==> src/rtl/adffe_reg_pkg.sv <==
// Shared constants and word type for the enabled data register.
// The default width and reset value are the ones a plain 32-bit datapath word uses.
package adffe_reg_pkg;

  localparam int DEFAULT_WIDTH = 32;

  typedef logic [DEFAULT_WIDTH-1:0] word_t;

  localparam word_t DEFAULT_RESET_VALUE = '0;

endpackage

==> src/rtl/adffe_reg_bit.sv <==
// Single-bit storage cell: reset beats enable, enable beats hold.
// One edge of latency, no handshake; INIT gives the power-up value of the flop.
module adffe_reg_bit
  import adffe_reg_pkg::*;
#(
  parameter logic INIT = 1'b0
) (
  input  logic clk_i,
  input  logic rst_i,
  input  logic en_i,
  input  logic d,
  input  logic rst_val,
  output logic q
);

  // Declaration initialiser gives a defined power-up value even if reset is never sampled.
  logic q_q = INIT;
  logic q_d;

  always_comb begin
    q_d = q_q;
    if (rst_i) begin
      q_d = rst_val;
    end else if (en_i) begin
      q_d = d;
    end
  end

  always_ff @(posedge clk_i) begin
    q_q <= q_d;
  end

  assign q = q_q;

endmodule

==> src/rtl/adffe_reg.sv <==
// WIDTH-bit data register with clock enable and synchronous active-high reset.
// One edge of capture latency, no handshake; q_o comes straight from the flops.
module adffe_reg
  import adffe_reg_pkg::*;
#(
  parameter int                 WIDTH       = DEFAULT_WIDTH,
  parameter logic [WIDTH-1:0]   RESET_VALUE = WIDTH'(DEFAULT_RESET_VALUE)
) (
  input  logic             clk_i,
  input  logic             rst_i,
  input  logic             en_i,
  input  logic [WIDTH-1:0] data_i,
  output logic [WIDTH-1:0] q_o
);

  if (WIDTH < 1 || WIDTH > 64) begin : g_bad_width
    $error("adffe_reg: WIDTH must be in 1..64");
  end

  for (genvar i = 0; i < WIDTH; i++) begin : g_bit
    adffe_reg_bit #(
      .INIT(RESET_VALUE[i])
    ) u_bit (
      .clk_i  (clk_i),
      .rst_i  (rst_i),
      .en_i   (en_i),
      .d      (data_i[i]),
      .rst_val(RESET_VALUE[i]),
      .q      (q_o[i])
    );
  end

endmodule

==> config.mk <==
export PLATFORM = sky130hd
export DESIGN_NAME = adffe_reg
export DESIGN_NICKNAME = d
export VERILOG_FILES = /design/src/rtl/adffe_reg_pkg.sv /design/src/rtl/adffe_reg_bit.sv /design/src/rtl/adffe_reg.sv
export SDC_FILE = /design/constraint.sdc
export NUM_CORES = 1
export LEC_CHECK = 0
export CAP_MARGIN = 40
export CORE_ASPECT_RATIO = 1.5
export CORE_MARGIN = 5
export CORE_UTILIZATION = 40
export DETAILED_ROUTE_END_ITERATION = 16
export DONT_BUFFER_PORTS = 1
export SYNTH_ARGS = -nofsm -noshare
export SYNTH_HDL_FRONTEND = slang
export SYNTH_SLANG_ARGS = --single-unit
export TNS_END_PERCENT = 100
==> constraint.sdc <==
create_clock -name clk_i -period 2 [get_ports clk_i]
set_clock_uncertainty 0.1 [all_clocks]
set_input_delay 0.3 -clock clk_i [delete_from_list [all_inputs] [get_ports clk_i]]
set_output_delay 0.3 -clock clk_i [all_outputs]
set_load 0.05 [all_outputs]
==> results of run 1 <==
path summary, 6_finish.rpt:
path / start / end
max: rst_i / g_bit[16].u_bit.q
min: data_i[26] / g_bit[26].u_bit.q
max reg2reg: g_bit[0].u_bit.q / g_bit[0].u_bit.q
min reg2reg: g_bit[8].u_bit.q / g_bit[8].u_bit.q
cell usage in the layout, fill, tap and decap left out, drive strengths merged:
cell type / Yosys / final
dfxtp: 32 / 32
nor2: 32 / 32
clkbuf: 3 / 8
buf: 36 / 1
mux2i: 32 / 32
dlygate4sd3: 0 / 1
logic make-up (layout without fill, tap and decap cells):
family	after synthesis	in the layout	share of synthesized area, %
and+or+nand+nor	32	32	8.56
muxes	32	32	22.8
buffers and inverters	39	10	23.0
DFF	32	32	45.6
stage by stage:
stage | setup slack [ns] | cell area (sq um) | total power [uW] | hold WS [ns] | utilization (%)
6_report | 0.579 | 1250 | 1390 | 0.0752 | 36.6
2_1_floorplan | 1.01 | 1400 | 981 | 0.272 | -
3_5_place_dp | 0.935 | 1130 | 909 | 0.279 | 33.2
5_1_grt | 0.490 | 1250 | 1470 | 0.0620 | 36.6
3_3_place_gp | 0.975 | 1130 | 903 | 0.275 | 33.2
4_1_cts | 0.288 | 1230 | 1420 | 0.0646 | 36.1
power breakdown:
part	internal, uW	switching, uW	leakage [uW]
registers	676	157	0.000264
clock network	280	207	0.0000455
logic	42.4	30.2	0.000259
total	998	395	0.000568
layer usage:
| layer | vias up | routed length (microns) | GRT usage [%] | share of wire [%] |
|---|---|---|---|---|
| met1 | 330 | 758 | 9.77 | 33 |
| met2 | 46 | 1140 | 16.3 | 50 |
| met4 | 0 | 42 | 5.57 | 1.8 |
| met3 | 4 | 340 | 7.15 | 15 |
| met5 | - | 0 | 0 | 0 |
| li1 | 340 | - | - | - |
area by class of cell:
cell class / instances / area [sq um] / area share (%)
sequential: 32 / 641 / 51.3
multi-input combinational: 64 / 440 / 35.3
tap: 42 / 52.6 / 4.21
clock buffer: 8 / 90.1 / 7.21
timing repair buffer: 2 / 25.0 / 2.00
worst max-delay path, cell delays in order:
cell           delay [ns]
dlygate4sd3_1        0.88
buf_8                0.23
nor2_1               0.06
==> results.sh, run 1 <==
export IMPL_first_global_vias=764
export IMPL_cp_end_kind="flop"
export IMPL_routabilityCongestion=0.623
export IMPL_hold_path_class="primary input to flop"
export IMPL_critPathLaunchType="primary input"
export IMPL_timing_slew_headroom_pct=63.7
export IMPL_path_max_fanout=18
export IMPL_final_nets=140
export IMPL_setup_tns_ns=0
export IMPL_synth_top_area_cell="dfxtp_1"
export IMPL_wl_microns=2280
export IMPL_ant_nets=0
export IMPL_hold_depth=2
export IMPL_core_area_sq_mm=0.00342
export IMPL_synthTopCellsByArea="dfxtp_1, mux2i_1, buf_4"
export IMPL_grt_usage_pct=10.3
export IMPL_start_util_pct=41.1
export IMPL_vias_per_cell=4.86
export IMPL_synth_net_count=170
export IMPL_clock_path_buffers=2
export IMPL_dp_hpwl_microns=1660
export IMPL_outcome="completed"
export IMPL_cts_setup_buffers=0
export IMPL_vias=720
export IMPL_min_period_over_period_pct=71.1
export IMPL_grt_max_degree=33
export IMPL_wl_per_cell_microns=15.4
export IMPL_row_count=26
export IMPL_yosys_most_used_dff="dfxtp_1"
export IMPL_die_x_microns=58.4
export IMPL_synth_top_area_share_pct=45.6
export IMPL_clk_latency_ns=0.27
export IMPL_synth_area_sq_mm=0.00140
export IMPL_path_class="primary input to flop"
export IMPL_power_density_mw_per_mm2=1120
export IMPL_hold_viol_final=0
export IMPL_remaining_drc_errors=0
export IMPL_h_tree_depth=2
export IMPL_dr_pass1_iters=5
export IMPL_drtIter0Drc=9
export IMPL_avgSynthCellArea_sq_um=10.4
export IMPL_cts_root_buf="clkbuf_8"
export IMPL_die_y_microns=82.6
export IMPL_diodes=0
export IMPL_reg2reg_depth=2
export IMPL_synth_cell_types=7
export IMPL_netlist_top_cells_count="buf_4, dfxtp_1, mux2i_1, nor2_1"
export IMPL_io_pins=67
export IMPL_max_freq_mhz=704
export IMPL_arrival_ns=1.48
export IMPL_post_cts_resized=0
export IMPL_async_flop_share_pct=0
export IMPL_grt_pass1_wl_microns=3590
export IMPL_synth_edf_count=0
export IMPL_r2r_slack_ns=0.93
export IMPL_hold_buffers=1
export IMPL_placed_cells=138
export IMPL_drv_cap=0
export IMPL_finalSetupViolations=0
export IMPL_worst_slew_pin_slew_ns=0.543
export IMPL_antenna_found_initial=0
export IMPL_p_leak_uw=0.000568
export IMPL_drive_gt1_share_pct=6.60
export IMPL_cts_sinks=32
export IMPL_cts_buffers=5
export IMPL_cts_clk_slew_worst_paths_ns=0.06
export IMPL_maxSlewViolCount=0
export IMPL_portBuffers=0
export IMPL_syn2layout_area_growth_pct=-11.1
export IMPL_die_area_sq_mm=0.00482
export IMPL_syn_inst=135
export IMPL_nFillCells=349
export IMPL_synth_seq_area_share_pct=45.6
export IMPL_peakVddDrop_v=0.000507
export IMPL_overflow=0
export IMPL_cp_required_ns=2.06
export IMPL_synth_seq_cells=32
export IMPL_min_period_ns=1.42
export IMPL_fin_cells=148
export IMPL_largest_reg_flops=32
export IMPL_yosys_warnings=0
export IMPL_rsz0062_at_grt="false"
export IMPL_cts_tree="built"
(Power assumes the default switching activity.)
==> run 2: changes to the inputs <==
==> constraint.sdc (replaced) <==
create_clock -name clk_i -period 1.4 [get_ports clk_i]
set_clock_uncertainty 0.1 [all_clocks]
set_input_delay 0.21 -clock clk_i [delete_from_list [all_inputs] [get_ports clk_i]]
set_output_delay 0.21 -clock clk_i [all_outputs]
set_load 0.05 [all_outputs]
==> run 2 against run 1 <==
  * The run now ends with negative hold slack left
  * Count of clock-buffer cells in the layout decreased by 3
  * Combinational power rose to 5.4 times the previous value
  * Non-clock buffer count up 39
  * Flip-flop and latch count unchanged
  * Die area did not move
  * Critical endpoint is now g_bit[8].u_bit.q
  * Critical path type is now flop to flop
  * Routed wire length up 8.9%
  * Highest routed layer unchanged
  * Critical path depth stayed put
  * Sequential power rose by 18%
  * Via count grew 18%
  * Power up 41%
==> results.sh, run 2 (same netlist as run 1, synthesis figures left out) <==
export IMPL_outcome="complete, but fails checks"
export IMPL_violations="negative hold slack"
export IMPL_h_tree_depth=2
export IMPL_clk_latency_ns=0.26
export IMPL_row_count=26
export IMPL_post_cts_resized=0
export IMPL_hold_viol_final=23
export IMPL_die_area_sq_mm=0.00482
export IMPL_r2r_slack_ns=0.13
export IMPL_arrival_ns=1.32
export IMPL_routabilityCongestion=0.662
export IMPL_syn2layout_area_growth_pct=9.18
export IMPL_die_y_microns=82.6
export IMPL_finalPower_uw=1960
export IMPL_final_cell_mix="mux2i_1, nor2_1, dfxtp_1, buf_4, dlygate4sd3_1"
export IMPL_reg2reg_from="g_bit[8].u_bit.q"
export IMPL_peakVddDrop_v=0.000735
export IMPL_largest_reg_flops=32
export IMPL_die_x_microns=58.4
export IMPL_vias_per_cell=4.61
export IMPL_clock_path_buffers=2
export IMPL_min_period_over_period_pct=90.9
export IMPL_path_class="flop to flop"
export IMPL_swShare_pct=27.4
export IMPL_ant_nets=0
export IMPL_setup_tns_ns=0
export IMPL_rsz0062_at_grt="false"
export IMPL_setup_worst_path_start="g_bit[8].u_bit.q"
export IMPL_finalSetupViolations=0
export IMPL_start_util_pct=41.1
export IMPL_p_leak_uw=0.000770
export IMPL_cpMaxStageDelayCell="dlygate4sd3_1"
export IMPL_drv_cap=0
export IMPL_core_area_sq_mm=0.00342
export IMPL_critPathLaunchType="flop"
export IMPL_clockPowerShare_pct=29.9
export IMPL_grt_pass1_wl_microns=3790
export IMPL_p_int_uw=1420
export IMPL_hold_worst_slack_ns=-0.0941
export IMPL_cts_sinks=32
export IMPL_worst_slew_pin_slew_ns=0.142
export IMPL_seqCellArea_sq_um=641
export IMPL_portBuffers=0
export IMPL_max_freq_mhz=786
export IMPL_pwr_share_comb_pct=20.0
export IMPL_cp_required_ns=1.45
export IMPL_overflow=0
export IMPL_min_period_ns=1.27
export IMPL_first_global_vias=852
export IMPL_critPathBufInv=1
export IMPL_io_pins=67
export IMPL_multi_input_area_sq_um=440
export IMPL_drtIter0Drc=14
export IMPL_remaining_drc_errors=0
export IMPL_cts_buffers=5
export IMPL_grt_max_degree=33
export IMPL_crit_family="buffers and inverters"
export IMPL_crit_cells=3
export IMPL_fin_cells=184
export IMPL_hold_depth=1
export IMPL_grt_usage_pct=10.6
export IMPL_power_frac_seq_pct=50.1
export IMPL_path_max_fanout=2
export IMPL_netSwitchingPower_uw=539
export IMPL_r2r_end="g_bit[8].u_bit.q"
export IMPL_hold_buffers=9
export IMPL_final_nets=179
export IMPL_cp_end_kind="flop"
export IMPL_cts_clk_slew_worst_paths_ns=0.06
export IMPL_wl_per_cell_microns=13.5
export IMPL_vias=848
export IMPL_cts_root_buf="clkbuf_8"
export IMPL_antenna_found_initial=0
export IMPL_maxSlewViolCount=0
export IMPL_power_density_mw_per_mm2=1280
export IMPL_min_to="g_bit[22].u_bit.q"
export IMPL_wl_microns=2480
export IMPL_slowest_delay_ns=0.55
export IMPL_holdCritStartpoint="rst_i"
export IMPL_hold_path_class="primary input to flop"
export IMPL_timing_slew_headroom_pct=90.3
export IMPL_diodes=0
export IMPL_nFillCells=332
export IMPL_path_cells="mux2i_1 > nor2_1 > dlygate4sd3_1"
export IMPL_dr_pass1_iters=2
export IMPL_drive_gt1_share_pct=26.1
export IMPL_cts_tree="built"
export IMPL_placed_cells=170
export IMPL_reg2reg_depth=3
run 2: stage by stage:
step	util [%]	area, sq um	setup slack [ns]	hold slack, ns
3_5_place_dp	40.2	1370	0.511	0.187
3_3_place_gp	40.2	1370	0.545	0.185
4_1_cts	44.9	1530	0.134	-0.107
2_1_floorplan	-	1400	0.497	0.182
6_report	44.9	1530	0.128	-0.0941
5_1_grt	44.9	1530	0.0403	-0.114
run 2: worst max path at each step:
stage | end | slack [ns]
floorplan | g_bit[0].u_bit.q | 0.50
global placement | g_bit[1].u_bit.q | 0.54
detailed placement | g_bit[12].u_bit.q | 0.51
CTS | g_bit[8].u_bit.q | 0.13
global route | g_bit[4].u_bit.q | 0.04
finish | g_bit[8].u_bit.q | 0.13
run 2: routing by layer:
metal  global-route usage [%]  routed length (microns)  up-vias
li1                         -                        -      414
met1                     9.64                      878      384
met2                     19.0                     1300       46
met3                     5.29                      268        4
met4                     5.57                       37        0
met5                        0                        0        -
run 2: power by group through the flow:
stage	Clock [uW]	Sequential (uW)	Combinational, uW
after floorplan	0	1010	397
after global placement	0	1000	368
after detailed placement	0	1000	375
after CTS	623	983	396
after global routing	660	988	415
final	587	983	393
run 2: final cells by class:
cell class / instances / area share [%]
sequential: 32 / 41.8
multi-input combinational: 64 / 28.7
timing repair buffer: 41 / 21.6
clock buffer: 5 / 4.49
tap: 42 / 3.43
run 2: timing repair:
item | CTS | global route
endpoints found under the hold margin | 32 | 23
setup endpoints to repair | 0 | 0
setup buffers | 0 | 0
